## src/rtl/led_pattern_seq.sv

```systemverilog
`default_nettype none
// ============================================================================
// Module   : led_pattern_seq
// Purpose  : 8-LED pattern sequencer with speed-selectable tick, four pattern
//            modes, run/freeze and single-step button control.
// Revision : 1.0 - initial release
// ============================================================================
module led_pattern_seq #(
  parameter int BASE_DIV = 262144,
  parameter int CNT_W    = 22
) (
  input  logic       clk,
  input  logic       reset,
  input  logic       run,
  input  logic       step_btn,
  input  logic       mode_btn,
  input  logic [1:0] speed,
  output logic [7:0] shift_out,
  output logic       ctl_bit,
  output logic [1:0] mode,
  output logic       tick
);

  typedef enum logic [1:0] {
    M_BOUNCE = 2'd0,
    M_FILL   = 2'd1,
    M_BLINK  = 2'd2,
    M_CHASE  = 2'd3
  } mode_e;

  localparam logic c_DIR_RIGHT = 1'b0;
  localparam logic c_DIR_LEFT  = 1'b1;

  logic             r_step_ff1, r_step_ff2, r_step_prev;
  logic             r_mode_ff1, r_mode_ff2, r_mode_prev;
  logic [CNT_W-1:0] r_count;
  logic [7:0]       r_pat;
  logic             r_dir;
  mode_e            r_mode;
  logic             r_ctl;

  logic             w_step_edge, w_mode_edge;
  logic [CNT_W-1:0] w_period;
  logic             w_tick, w_adv;
  logic [7:0]       w_step_pat;
  logic             w_step_dir;
  logic             w_dir_eff;
  logic [7:0]       w_shifted;
  logic [7:0]       w_inv;
  mode_e            w_mode_nxt;
  logic [CNT_W-1:0] w_count_nxt;
  logic [7:0]       w_pat_nxt;
  logic             w_dir_nxt;

  function automatic logic [7:0] init_pat(input mode_e m);
    case (m)
      M_BOUNCE: init_pat = 8'hE0;
      M_FILL:   init_pat = 8'h00;
      M_BLINK:  init_pat = 8'hAA;
      default:  init_pat = 8'h80;
    endcase
  endfunction

  assign w_step_edge = r_step_ff2 & ~r_step_prev;
  assign w_mode_edge = r_mode_ff2 & ~r_mode_prev;
  assign w_period    = CNT_W'(BASE_DIV) << speed;
  // Compare with >= so a speed decrease past the current count fires at once
  assign w_tick      = reset & run & (r_count >= (w_period - CNT_W'(1)));
  assign w_adv       = run ? w_tick : w_step_edge;

  // Pattern successor for the current mode; unreachable values restart the mode
  always_comb begin
    w_step_pat = init_pat(r_mode);
    w_step_dir = c_DIR_RIGHT;
    w_dir_eff  = r_dir;
    w_shifted  = r_pat;
    w_inv      = ~r_pat;
    case (r_mode)
      M_BOUNCE: begin
        if (r_pat == 8'hE0 || r_pat == 8'h70 || r_pat == 8'h38 ||
            r_pat == 8'h1C || r_pat == 8'h0E || r_pat == 8'h07) begin
          if (r_pat == 8'hE0)      w_dir_eff = c_DIR_RIGHT;
          else if (r_pat == 8'h07) w_dir_eff = c_DIR_LEFT;
          w_shifted  = (w_dir_eff == c_DIR_LEFT) ? (r_pat << 1) : (r_pat >> 1);
          w_step_pat = w_shifted;
          if (w_shifted == 8'h07)      w_step_dir = c_DIR_LEFT;
          else if (w_shifted == 8'hE0) w_step_dir = c_DIR_RIGHT;
          else                         w_step_dir = w_dir_eff;
        end
      end
      M_FILL: begin
        // Legal fill values are a run of ones from the MSB: ~pat is 0..01..1
        if ((w_inv & (w_inv + 8'd1)) == 8'h00)
          w_step_pat = (r_pat == 8'hFF) ? 8'h00 : {1'b1, r_pat[7:1]};
        w_step_dir = r_dir;
      end
      M_BLINK: begin
        w_step_pat = (r_pat == 8'hAA) ? 8'h55 : 8'hAA;
        w_step_dir = r_dir;
      end
      default: begin
        if ((r_pat != 8'h00) && ((r_pat & (r_pat - 8'd1)) == 8'h00))
          w_step_pat = {r_pat[0], r_pat[7:1]};
        w_step_dir = r_dir;
      end
    endcase
  end

  // Mode edge outranks any advance landing in the same cycle
  always_comb begin
    w_mode_nxt  = r_mode;
    w_count_nxt = r_count;
    w_pat_nxt   = r_pat;
    w_dir_nxt   = r_dir;
    if (w_mode_edge) begin
      w_mode_nxt  = mode_e'(r_mode + 2'd1);
      w_pat_nxt   = init_pat(mode_e'(r_mode + 2'd1));
      w_dir_nxt   = c_DIR_RIGHT;
      w_count_nxt = '0;
    end else begin
      if (!run || w_tick) w_count_nxt = '0;
      else                w_count_nxt = r_count + CNT_W'(1);
      if (w_adv) begin
        w_pat_nxt = w_step_pat;
        w_dir_nxt = w_step_dir;
      end
    end
  end

  always_ff @(posedge clk) begin
    if (!reset) begin
      r_step_ff1  <= 1'b0;
      r_step_ff2  <= 1'b0;
      r_step_prev <= 1'b0;
      r_mode_ff1  <= 1'b0;
      r_mode_ff2  <= 1'b0;
      r_mode_prev <= 1'b0;
      r_count     <= '0;
      r_pat       <= 8'hE0;
      r_dir       <= c_DIR_RIGHT;
      r_mode      <= M_BOUNCE;
      r_ctl       <= 1'b0;
    end else begin
      r_step_ff1  <= step_btn;
      r_step_ff2  <= r_step_ff1;
      r_step_prev <= r_step_ff2;
      r_mode_ff1  <= mode_btn;
      r_mode_ff2  <= r_mode_ff1;
      r_mode_prev <= r_mode_ff2;
      r_count     <= w_count_nxt;
      r_pat       <= w_pat_nxt;
      r_dir       <= w_dir_nxt;
      r_mode      <= w_mode_nxt;
      r_ctl       <= 1'b1;
    end
  end

  assign shift_out = r_pat;
  assign ctl_bit   = r_ctl;
  assign mode      = r_mode;
  assign tick      = w_tick;

endmodule
`default_nettype wire

```

## config.mk

```make
export PLATFORM = sky130hd
export DESIGN_NAME = led_pattern_seq
export DESIGN_NICKNAME = d
export VERILOG_FILES = /design/src/rtl/led_pattern_seq.sv
export SDC_FILE = /design/constraint.sdc
export NUM_CORES = 1
export LEC_CHECK = 0
export BUFFER_PORTS_ARGS = -buffer_cell sky130_fd_sc_hd__buf_2
export CORE_MARGIN = 2
export CORE_UTILIZATION = 50
export DETAILED_ROUTE_END_ITERATION = 7
export PLACE_DENSITY_LB_ADDON = 0.2
export SLEW_MARGIN = 10
export SYNTH_ARGS = -nofsm -noshare
export SYNTH_HDL_FRONTEND = slang
export SYNTH_SLANG_ARGS = --single-unit
```

## constraint.sdc

```tcl
create_clock -name clk -period 2.7 [get_ports clk]
set_clock_uncertainty 0.15 [all_clocks]
set_input_delay 0.135 -clock clk [delete_from_list [all_inputs] [get_ports clk]]
set_output_delay 0.135 -clock clk [all_outputs]
set_load 0.01 [all_outputs]
```

==> out/results.tsv <==
metric	value	unit
status	finished, final reports clean	
holdPathStages	4	
hpwl	3990	um
setup_violations	0	
wl_per_cell	14.4	um
dr.first_iter.drc_count	249	
final_cells	396	
peakVddDrop	0.279	mV
place_inst	385	
yosys.area_share.simple	31.4	%
holdPathEnd	r_count[1]	
syn_nets	326	
syn_area	0.00249	sq mm
reg2reg_from	shift_out[3]	
fin_area	0.00281	sq mm
ys_warn_count	0	
end_kind	flip-flop	
drv_cap	0	
slew-limit-headroom	62.4	%
antenna_left	0	
synth-edff-count	0	
synth_top_family_by_area	simple AND/OR/NAND/NOR gates	
startpoint_type	flip-flop	
vias	2295	
overflow	0	
rr_endpoint	shift_out[4]	
r2r_cells	6	
dieHeight	74.6	um
clk_pin_slew	0.08	ns
synthMuxAreaShare	0.804	%
synth_area_leaders	dfxtp_1 32%, nor2_1 6.3%, xnor2_1 5.6%	
grt_max_degree	23	
clock_sink_count	40	
yosysSeqAreaShare	32.2	%
cts_buffer_depth	2	
powerDensity	448	mW/mm^2
synth_compound_gate_area_share	17.3	%
grt_pass1_wl	9540	um
initial_core_util	52.4	%
ios	19	
grt_pass1_vias	1997	
num_antenna_cells	0	
post-cts-setup-buffers	0	
worst_slew_pin_slew	0.559	ns
synth_xor_area_share	8.44	%
fin_crit	2.50	ns
ys.flop_type	dfxtp_1	
nets	345	
cellLeakagePower	1.01	nW
maxSlewViolCount	0	
critical_path_class	reg2reg	
antenna_found_initial	0	
die_x	74.6	um
cts.htree.levels	2	
whs	0.231	ns
crit_required	2.76	ns
io_buffers	18	
drive_gt1_share	14.6	%
fin_crit_sh	92.5	%
area.growth.synth_to_final	12.7	%
syn-instance-count	309	
crit_fanout	11	
place.gp.congestion	0.874	
synthArstFlopShare	0	%
yosysTopAreaCell	dfxtp_1	
final_util	59.0	%
startpoint	shift_out[3]	
yosys_register_bits	40	
r2r_slack	0.20	ns
root_buffer	clkbuf_8	
cts_tree	done	
hp-class	in2reg	
fp.coreArea	0.00475	sq mm
drt_wl_total	5710	um
route.detailed.drc	0	
rows	25	
hold_violations	0	
ys_types	59	
rsz0062_at_grt	no	
numCtsBuffers	5	
grt_usage	22.0	%
cp.arrival	2.56	ns
place_area	0.00265	sq mm
yosys.area_share.adder	5.43	%
dieArea	0.00556	sq mm
syn_area_per_cell	8.06	sq um
fmaxAchievable	400	MHz
setup_tns	0	ns
hp-start	run	
clk-insertion-delay-late	0.29	ns
first_pass_iters	4	
synth_top_area_share	32.2	%
vias_per_cell	5.80	
placed cells by master, fill, tap and decap left out, drive strengths merged, types with 6 or more instances in the layout:
cell	count
nor2	43
dfxtp	40
buf	26
nand2	20
nand3	17
xnor2	16
and2	12
ha	10
o21ai	10
inv	9
nor3	9
a21oi	8
xor2	8
and3	7
nand4	7
or4	7
o31ai	6
nor4	6
a31oi	6
metal layers:
layer	global-route usage (%)	vias to the layer above	wire length (um)
met1	30.8	1063	2630
met4	5.56	0	73
li1	-	1145	-
met3	4.20	10	333
met5	0	-	0
met2	35.1	77	2670
through the flow:
| stage | setup slack, ns | total power [mW] |
|---|---|---|
| finish | 0.202 | 1.26 |
| global route | 0.0721 | 1.32 |
| CTS | 0.209 | 1.27 |
| detailed placement | 0.226 | 0.780 |
| global placement | 0.249 | 0.780 |
| floorplan | 0.448 | 0.739 |
how the worst max path moves through the flow:
stage | slack [ns] | to
after floorplan | 0.45 | shift_out[3]
after global placement | 0.25 | shift_out[4]
after detailed placement | 0.23 | shift_out[4]
after CTS | 0.21 | shift_out[4]
after global routing | 0.07 | shift_out[4]
final | 0.20 | shift_out[4]
timing repair:
action,CTS,global route
gates resized for setup,0,2
endpoints found under the setup margin,0,2
endpoints found under the hold margin,3,0
hold buffers,3,0
critical path, cell delays in order (launching register included):
cell	delay, ns
dfxtp_1	0.46
or4_1	0.60
nor2_1	0.17
a41oi_2	0.22
o2bb2ai_1	0.47
nor3b_1	0.11
o31ai_1	0.23
kinds of logic after synthesis:
kind of cell             Yosys count
flip-flops                        40
other                              1
AND/OR/NAND/NOR                  146
AO/OA/AOI/OAI                     59
adder cells (fa/ha/maj)           11
XOR/XNOR                          24
multiplexers                       2
buffers and inverters             26
report_power, final:
group          internal (mW)  switching [mW]
sequential             0.601          0.0187
clock                  0.273           0.210
combinational         0.0629          0.0919
synth_stat cells, types with 2 or more instances:
cell type,n
or4_4,2
nand3_1,17
a21oi_1,8
mux2i_1,2
a211oi_1,2
and2_1,12
dfxtp_1,40
buf_2,7
and3_1,7
nor3b_1,2
clkbuf_1,9
o32ai_1,2
a31oi_1,6
nand4_1,6
a41oi_1,2
or3b_1,2
o21a_1,2
o21ai_0,8
nand2_1,19
or4_1,5
a21o_1,2
a21boi_0,2
ha_1,10
inv_1,9
xnor2_1,16
nor4b_1,2
nor3_1,8
nor2b_1,2
nand2b_1,2
o211ai_1,4
or3_1,5
nor2_1,42
nor4_1,6
o31ai_1,6
xor2_1,8
o21ai_1,2
state kept, by name (all words and copies together), names as in the netlist:
signal / cells
r_dir: 1
r_mode_prev: 1
mode: 2
r_step_ff2: 1
r_mode_ff1: 1
shift_out: 8
r_step_prev: 1
r_step_ff1: 1
r_mode_ff2: 1
r_count: 22
ctl_bit: 1
final cells by class:
cell class / instances / area [sq um]
Tap cell: 67 / 83.8
Multi-Input combinational cell: 243 / 1600
Sequential cell: 40 / 801
Inverter: 9 / 33.8
Timing Repair Buffer: 29 / 180
Clock buffer: 5 / 68.8
Clock inverter: 3 / 42.5
Fill cell: 456 / 1950
Note: power is estimated with default switching activity, not from simulation.
